--- src/rtl/simon_round_ctrl.sv ---
// Round sequencer for the memory game: LFSR colour sequence, LED playback,
// key checking against the sequence, and end-of-game strobes for the high-score block.
module simon_round_ctrl #(
    parameter int MAX_LEN        = 15,
    parameter int SHOW_CYCLES    = 25_000_000,
    parameter int GAP_CYCLES     = 12_500_000,
    parameter int TIMEOUT_CYCLES = 250_000_000
) (
    input  logic       clk,
    input  logic       resetn,
    input  logic       start,
    input  logic       key_valid,
    input  logic [1:0] key,
    output logic [3:0] led,
    output logic [3:0] sequence_counter,
    output logic       load_current,
    output logic       load_best,
    output logic       busy,
    output logic       awaiting_input,
    output logic       game_over,
    output logic       won
);

    typedef enum logic [2:0] {
        S_IDLE,
        S_LOAD,
        S_SHOW_ON,
        S_SHOW_OFF,
        S_INPUT,
        S_ROUND_OK,
        S_OVER
    } state_t;

    localparam logic [27:0] LP_SHOW = 28'(SHOW_CYCLES - 1);
    localparam logic [27:0] LP_GAP  = 28'(GAP_CYCLES - 1);
    localparam logic [27:0] LP_TMO  = 28'(TIMEOUT_CYCLES - 1);
    localparam logic [3:0]  LP_MAX  = 4'(MAX_LEN);

    function automatic logic [7:0] f_shift(input logic [7:0] q);
        return {q[6:0], q[7] ^ q[5] ^ q[4] ^ q[3]};
    endfunction

    state_t      r_state, w_state_nxt;
    logic [7:0]  r_lfsr, w_lfsr_nxt;
    logic [7:0]  r_seed, w_seed_nxt;
    logic [7:0]  r_cnt;
    logic [3:0]  r_idx, w_idx_nxt;
    logic [3:0]  r_len, w_len_nxt;
    logic [27:0] r_timer, w_timer_nxt;
    logic [3:0]  r_sc, w_sc_nxt;
    logic        r_go, w_go_nxt;
    logic        r_won, w_won_nxt;
    logic        w_last;
    logic        w_tzero;

    assign w_last  = (r_idx == r_len - 4'd1);
    assign w_tzero = (r_timer == 28'd0);

    always_comb begin
        w_state_nxt = r_state;
        w_lfsr_nxt  = r_lfsr;
        w_seed_nxt  = r_seed;
        w_idx_nxt   = r_idx;
        w_len_nxt   = r_len;
        w_timer_nxt = r_timer;
        w_sc_nxt    = r_sc;
        w_go_nxt    = r_go;
        w_won_nxt   = r_won;
        unique case (r_state)
            S_IDLE: begin
                if (start) begin
                    w_sc_nxt    = 4'd0;
                    w_len_nxt   = 4'd1;
                    w_go_nxt    = 1'b0;
                    w_won_nxt   = 1'b0;
                    // an all-zero seed would lock the LFSR
                    w_seed_nxt  = (r_cnt == 8'd0) ? 8'hA5 : r_cnt;
                    w_state_nxt = S_LOAD;
                end
            end
            S_LOAD: begin
                w_lfsr_nxt  = f_shift(r_seed);
                w_idx_nxt   = 4'd0;
                w_timer_nxt = LP_SHOW;
                w_state_nxt = S_SHOW_ON;
            end
            S_SHOW_ON: begin
                if (w_tzero) begin
                    w_timer_nxt = LP_GAP;
                    w_state_nxt = S_SHOW_OFF;
                end else begin
                    w_timer_nxt = r_timer - 28'd1;
                end
            end
            S_SHOW_OFF: begin
                if (!w_tzero) begin
                    w_timer_nxt = r_timer - 28'd1;
                end else if (w_last) begin
                    w_lfsr_nxt  = f_shift(r_seed);
                    w_idx_nxt   = 4'd0;
                    w_timer_nxt = LP_TMO;
                    w_state_nxt = S_INPUT;
                end else begin
                    w_idx_nxt   = r_idx + 4'd1;
                    w_lfsr_nxt  = f_shift(r_lfsr);
                    w_timer_nxt = LP_SHOW;
                    w_state_nxt = S_SHOW_ON;
                end
            end
            S_INPUT: begin
                // a key in the expiry cycle wins over the timeout
                if (key_valid) begin
                    if (key != r_lfsr[1:0]) begin
                        w_state_nxt = S_OVER;
                    end else if (w_last) begin
                        w_state_nxt = S_ROUND_OK;
                    end else begin
                        w_idx_nxt   = r_idx + 4'd1;
                        w_lfsr_nxt  = f_shift(r_lfsr);
                        w_timer_nxt = LP_TMO;
                    end
                end else if (w_tzero) begin
                    w_state_nxt = S_OVER;
                end else begin
                    w_timer_nxt = r_timer - 28'd1;
                end
            end
            S_ROUND_OK: begin
                w_sc_nxt = r_len;
                if (r_len == LP_MAX) begin
                    w_won_nxt   = 1'b1;
                    w_state_nxt = S_OVER;
                end else begin
                    w_len_nxt   = r_len + 4'd1;
                    w_state_nxt = S_LOAD;
                end
            end
            S_OVER: begin
                w_go_nxt    = 1'b1;
                w_state_nxt = S_IDLE;
            end
            default: w_state_nxt = S_IDLE;
        endcase
    end

    always_ff @(posedge clk or negedge resetn) begin
        if (!resetn) begin
            r_state <= S_IDLE;
            r_lfsr  <= 8'd0;
            r_seed  <= 8'd0;
            r_cnt   <= 8'd0;
            r_idx   <= 4'd0;
            r_len   <= 4'd1;
            r_timer <= 28'd0;
            r_sc    <= 4'd0;
            r_go    <= 1'b0;
            r_won   <= 1'b0;
        end else begin
            r_state <= w_state_nxt;
            r_lfsr  <= w_lfsr_nxt;
            r_seed  <= w_seed_nxt;
            r_cnt   <= r_cnt + 8'd1;
            r_idx   <= w_idx_nxt;
            r_len   <= w_len_nxt;
            r_timer <= w_timer_nxt;
            r_sc    <= w_sc_nxt;
            r_go    <= w_go_nxt;
            r_won   <= w_won_nxt;
        end
    end

    assign led              = (r_state == S_SHOW_ON) ? (4'b0001 << r_lfsr[1:0]) : 4'd0;
    assign sequence_counter = r_sc;
    assign load_current     = (r_state == S_OVER);
    assign load_best        = (r_state == S_OVER);
    assign busy             = (r_state != S_IDLE);
    assign awaiting_input   = (r_state == S_INPUT);
    assign game_over        = r_go;
    assign won              = r_won;

endmodule

--- config.mk ---
export PLATFORM = sky130hd
export DESIGN_NAME = simon_round_ctrl
export DESIGN_NICKNAME = d
export VERILOG_FILES = /design/src/rtl/simon_round_ctrl.sv
export SDC_FILE = /design/constraint.sdc
export NUM_CORES = 1
export LEC_CHECK = 0
export ABC_AREA = 1
export CAP_MARGIN = 10
export CORE_ASPECT_RATIO = 0.9
export CORE_MARGIN = 2
export CORE_UTILIZATION = 61
export CTS_CLUSTER_DIAMETER = 200
export DETAILED_ROUTE_END_ITERATION = 10
export PLACE_DENSITY_LB_ADDON = 0.3
export SLEW_MARGIN = 10
export SYNTH_ARGS = -nofsm -noshare
export SYNTH_HDL_FRONTEND = slang
export SYNTH_SLANG_ARGS = --single-unit
--- constraint.sdc ---
create_clock -name clk -period 2.4 [get_ports clk]
set_input_delay 0.48 -clock clk [delete_from_list [all_inputs] [get_ports clk]]
set_output_delay 0.48 -clock clk [all_outputs]
set_load 0.02 [all_outputs]
==> impl_metrics.ini <==
[synth]
yosysWarnings = 0
ys_top_cells_by_area = dfrtp_1 37%, nand2_1 17%, inv_1 6.0%
synthArstFlopShare = 1.00
synthCells = 658
yosysSeqAreaShare = 0.378
yosysMostFrequentCell = nand2_1
synthesis.area_um2 = 4570
synth-main-ff-cell = dfrtp_1
ys_ff_latch = 69
synth_enable_flop_cells = 0
yosysTopAreaCellShare = 0.372
synth_largest_area_cell = dfrtp_1
synth_commonest_cells = 209 x nand2_1, 73 x inv_1, 71 x nor2_1
synth_cell_type_count = 42
syn_nets = 671
syn_avg_cell_area_um2 = 6.95

[power]
leakage_nw = 2.72
powerDensity_nw_per_um2 = 732
finalPower_mw = 3.82
peakVddDrop_v = 0.000797

[finish]
fin_cells = 792
final_layout_size_suffix_gt1_frac = 0.0944
seqCellArea_um2 = 1730
multi_input_area_um2 = 2500
n_antenna_cell = 0
nets = 707
syn_to_final_growth_pct = 14.3
n_fill_cell = 590

[clocking]
cts_buffers = 9
cts_max_path_buffers = 2
htree_levels = 3
cts_hold_buf = 0
cts.sinks = 69
clockRootBuffer = clkbuf_8
clk_latency_ps = 360
cts_tree = built
path_clk_slew_ps = 80

[timing]
final.period_utilization = 0.972
final_hold_viol_count = 0
maxSlewHeadroom = 0.578
tightest_slew_ps = 628
clock_skew_ps = 11.6
fin_setup_tns_ps = 0
setup_ws_ps = 67.6
slew_viol_final = 0
setup_viol = 0
fin_crit_ps = 2330
fmax_ghz = 0.429

[die]
coreArea_um2 = 7150
die_w_um = 95.3
die_area_um2 = 8200
start_util = 0.640
die_h_um = 86.1
num_io_pins = 20
rows = 29

[placed_design]
dp.cells = 775
io_buffers = 19
pre_cts_ws_ps = -18.4
dpl.hpwl_um = 9130
place_congestion = 0.958

[global_routing]
antenna_found_initial = 0
grt_overflow_total = 0
grt_usage = 0.320
grt_first_pass_wirelength_um = 20200
grt_max_degree = 45
grt_pass1_vias = 4141

[drt]
viasPerCell = 5.77
drc_errors = 0
postRouteAntennaNets = 0
wl_per_cell_um = 15.6
dr.pass1.iters = 5
first_iter_violations = 523
drt-total-wl_um = 12400
vias = 4566

[job]
drv_cap = 0

[min_path]
min_path_type = in2async

[critical_path]
crit_arrival_ps = 1850
path_class = reg2out
critPathLaunchType = register
required_ps = 1920
cp-end-kind = output pin
crit_fanout = 6

[outcome]
status = finished clean
per-stage QoR:
step	instance area [µm²]	hold WS, ps	util
floorplan	4570	184	-
finish	5230	94.3	0.731
global route	5230	109	0.731
detailed placement	4930	469	0.690
CTS	5160	94.5	0.722
global placement	4930	467	0.690
critical path: stages, from the launching register on:
cell and delay (ps):
dfrtp_1 550, nor2_1 120, nand2_1 180, clkdlybuf4s50_1 640
state kept, by name (all words and copies together) (netlist names):
| register | count |
|---|---|
| r_timer | 28 |
| r_cnt | 8 |
| r_lfsr | 8 |
| r_seed | 8 |
| r_idx | 4 |
| r_len | 4 |
| sequence_counter | 4 |
| r_state | 3 |
| game_over | 1 |
| won | 1 |
power breakdown:
group          total [mW]  internal [mW]  switching, mW
Sequential           1.63           1.38          0.245
Combinational        1.09          0.416          0.675
Clock                1.11          0.620          0.486
layout make-up:
type / count / area share
well taps: 93 / 0.0223
clock buffers: 10 / 0.0263
flip-flops and latches: 69 / 0.331
multi-input cells: 499 / 0.479
inverters: 78 / 0.0574
clock inverters: 6 / 0.0180
repair buffers: 37 / 0.0663
path summary, 6_finish.rpt:
kind / startpoint / endpoint / slack, ps / cells past startpoint
setup / recovery: r_state[1] / busy / 70 / 3
hold / removal: resetn / r_len[2] / 90 / 2
setup reg to reg: r_len[0] / r_lfsr[1] / 140 / 13
hold reg to reg: r_lfsr[6] / r_lfsr[6] / 490 / 2
max in group asynchronous: resetn / r_timer[20] / 1980 / 2
min in group clk: r_lfsr[6] / r_lfsr[6] / 490 / 2
placed cells by master (no fill, tap or decap), drive strengths merged, types with 6 or more instances in the layout:
cell and instances:
nor2 80, nand3 52, ha 7, dfrtp 68, inv 79, clkbuf 10
nand2 213, buf 19, xnor2 7, nand4 6, clkdlybuf4s50 13, a21oi 14
nor3 11, o21ai 58, xor2 27
what timing repair did:
action,in CTS,in global routing
setup buffers,0,1
pin swaps,0,3
setup endpoints to repair,12,32
gates resized for setup,5,12
cells by family after synthesis:
logic type,share of synthesized area
AOI/OAI and AO/OA,0.109
xor gates and xnor gates,0.0651
adders and majority gates,0.0192
buffers and inverters,0.0835
DFF,0.378
and+or+nand+nor,0.346
per-layer routing:
metal / vias up / GRT usage / share of wire
li1: 2177 / - / -
met1: 2145 / 0.468 / 0.44
met2: 217 / 0.469 / 0.44
met3: 27 / 0.0668 / 0.096
met4: 0 / 0.112 / 0.021
met5: - / 0 / 0
Note: power is estimated with default switching activity, not from simulation.
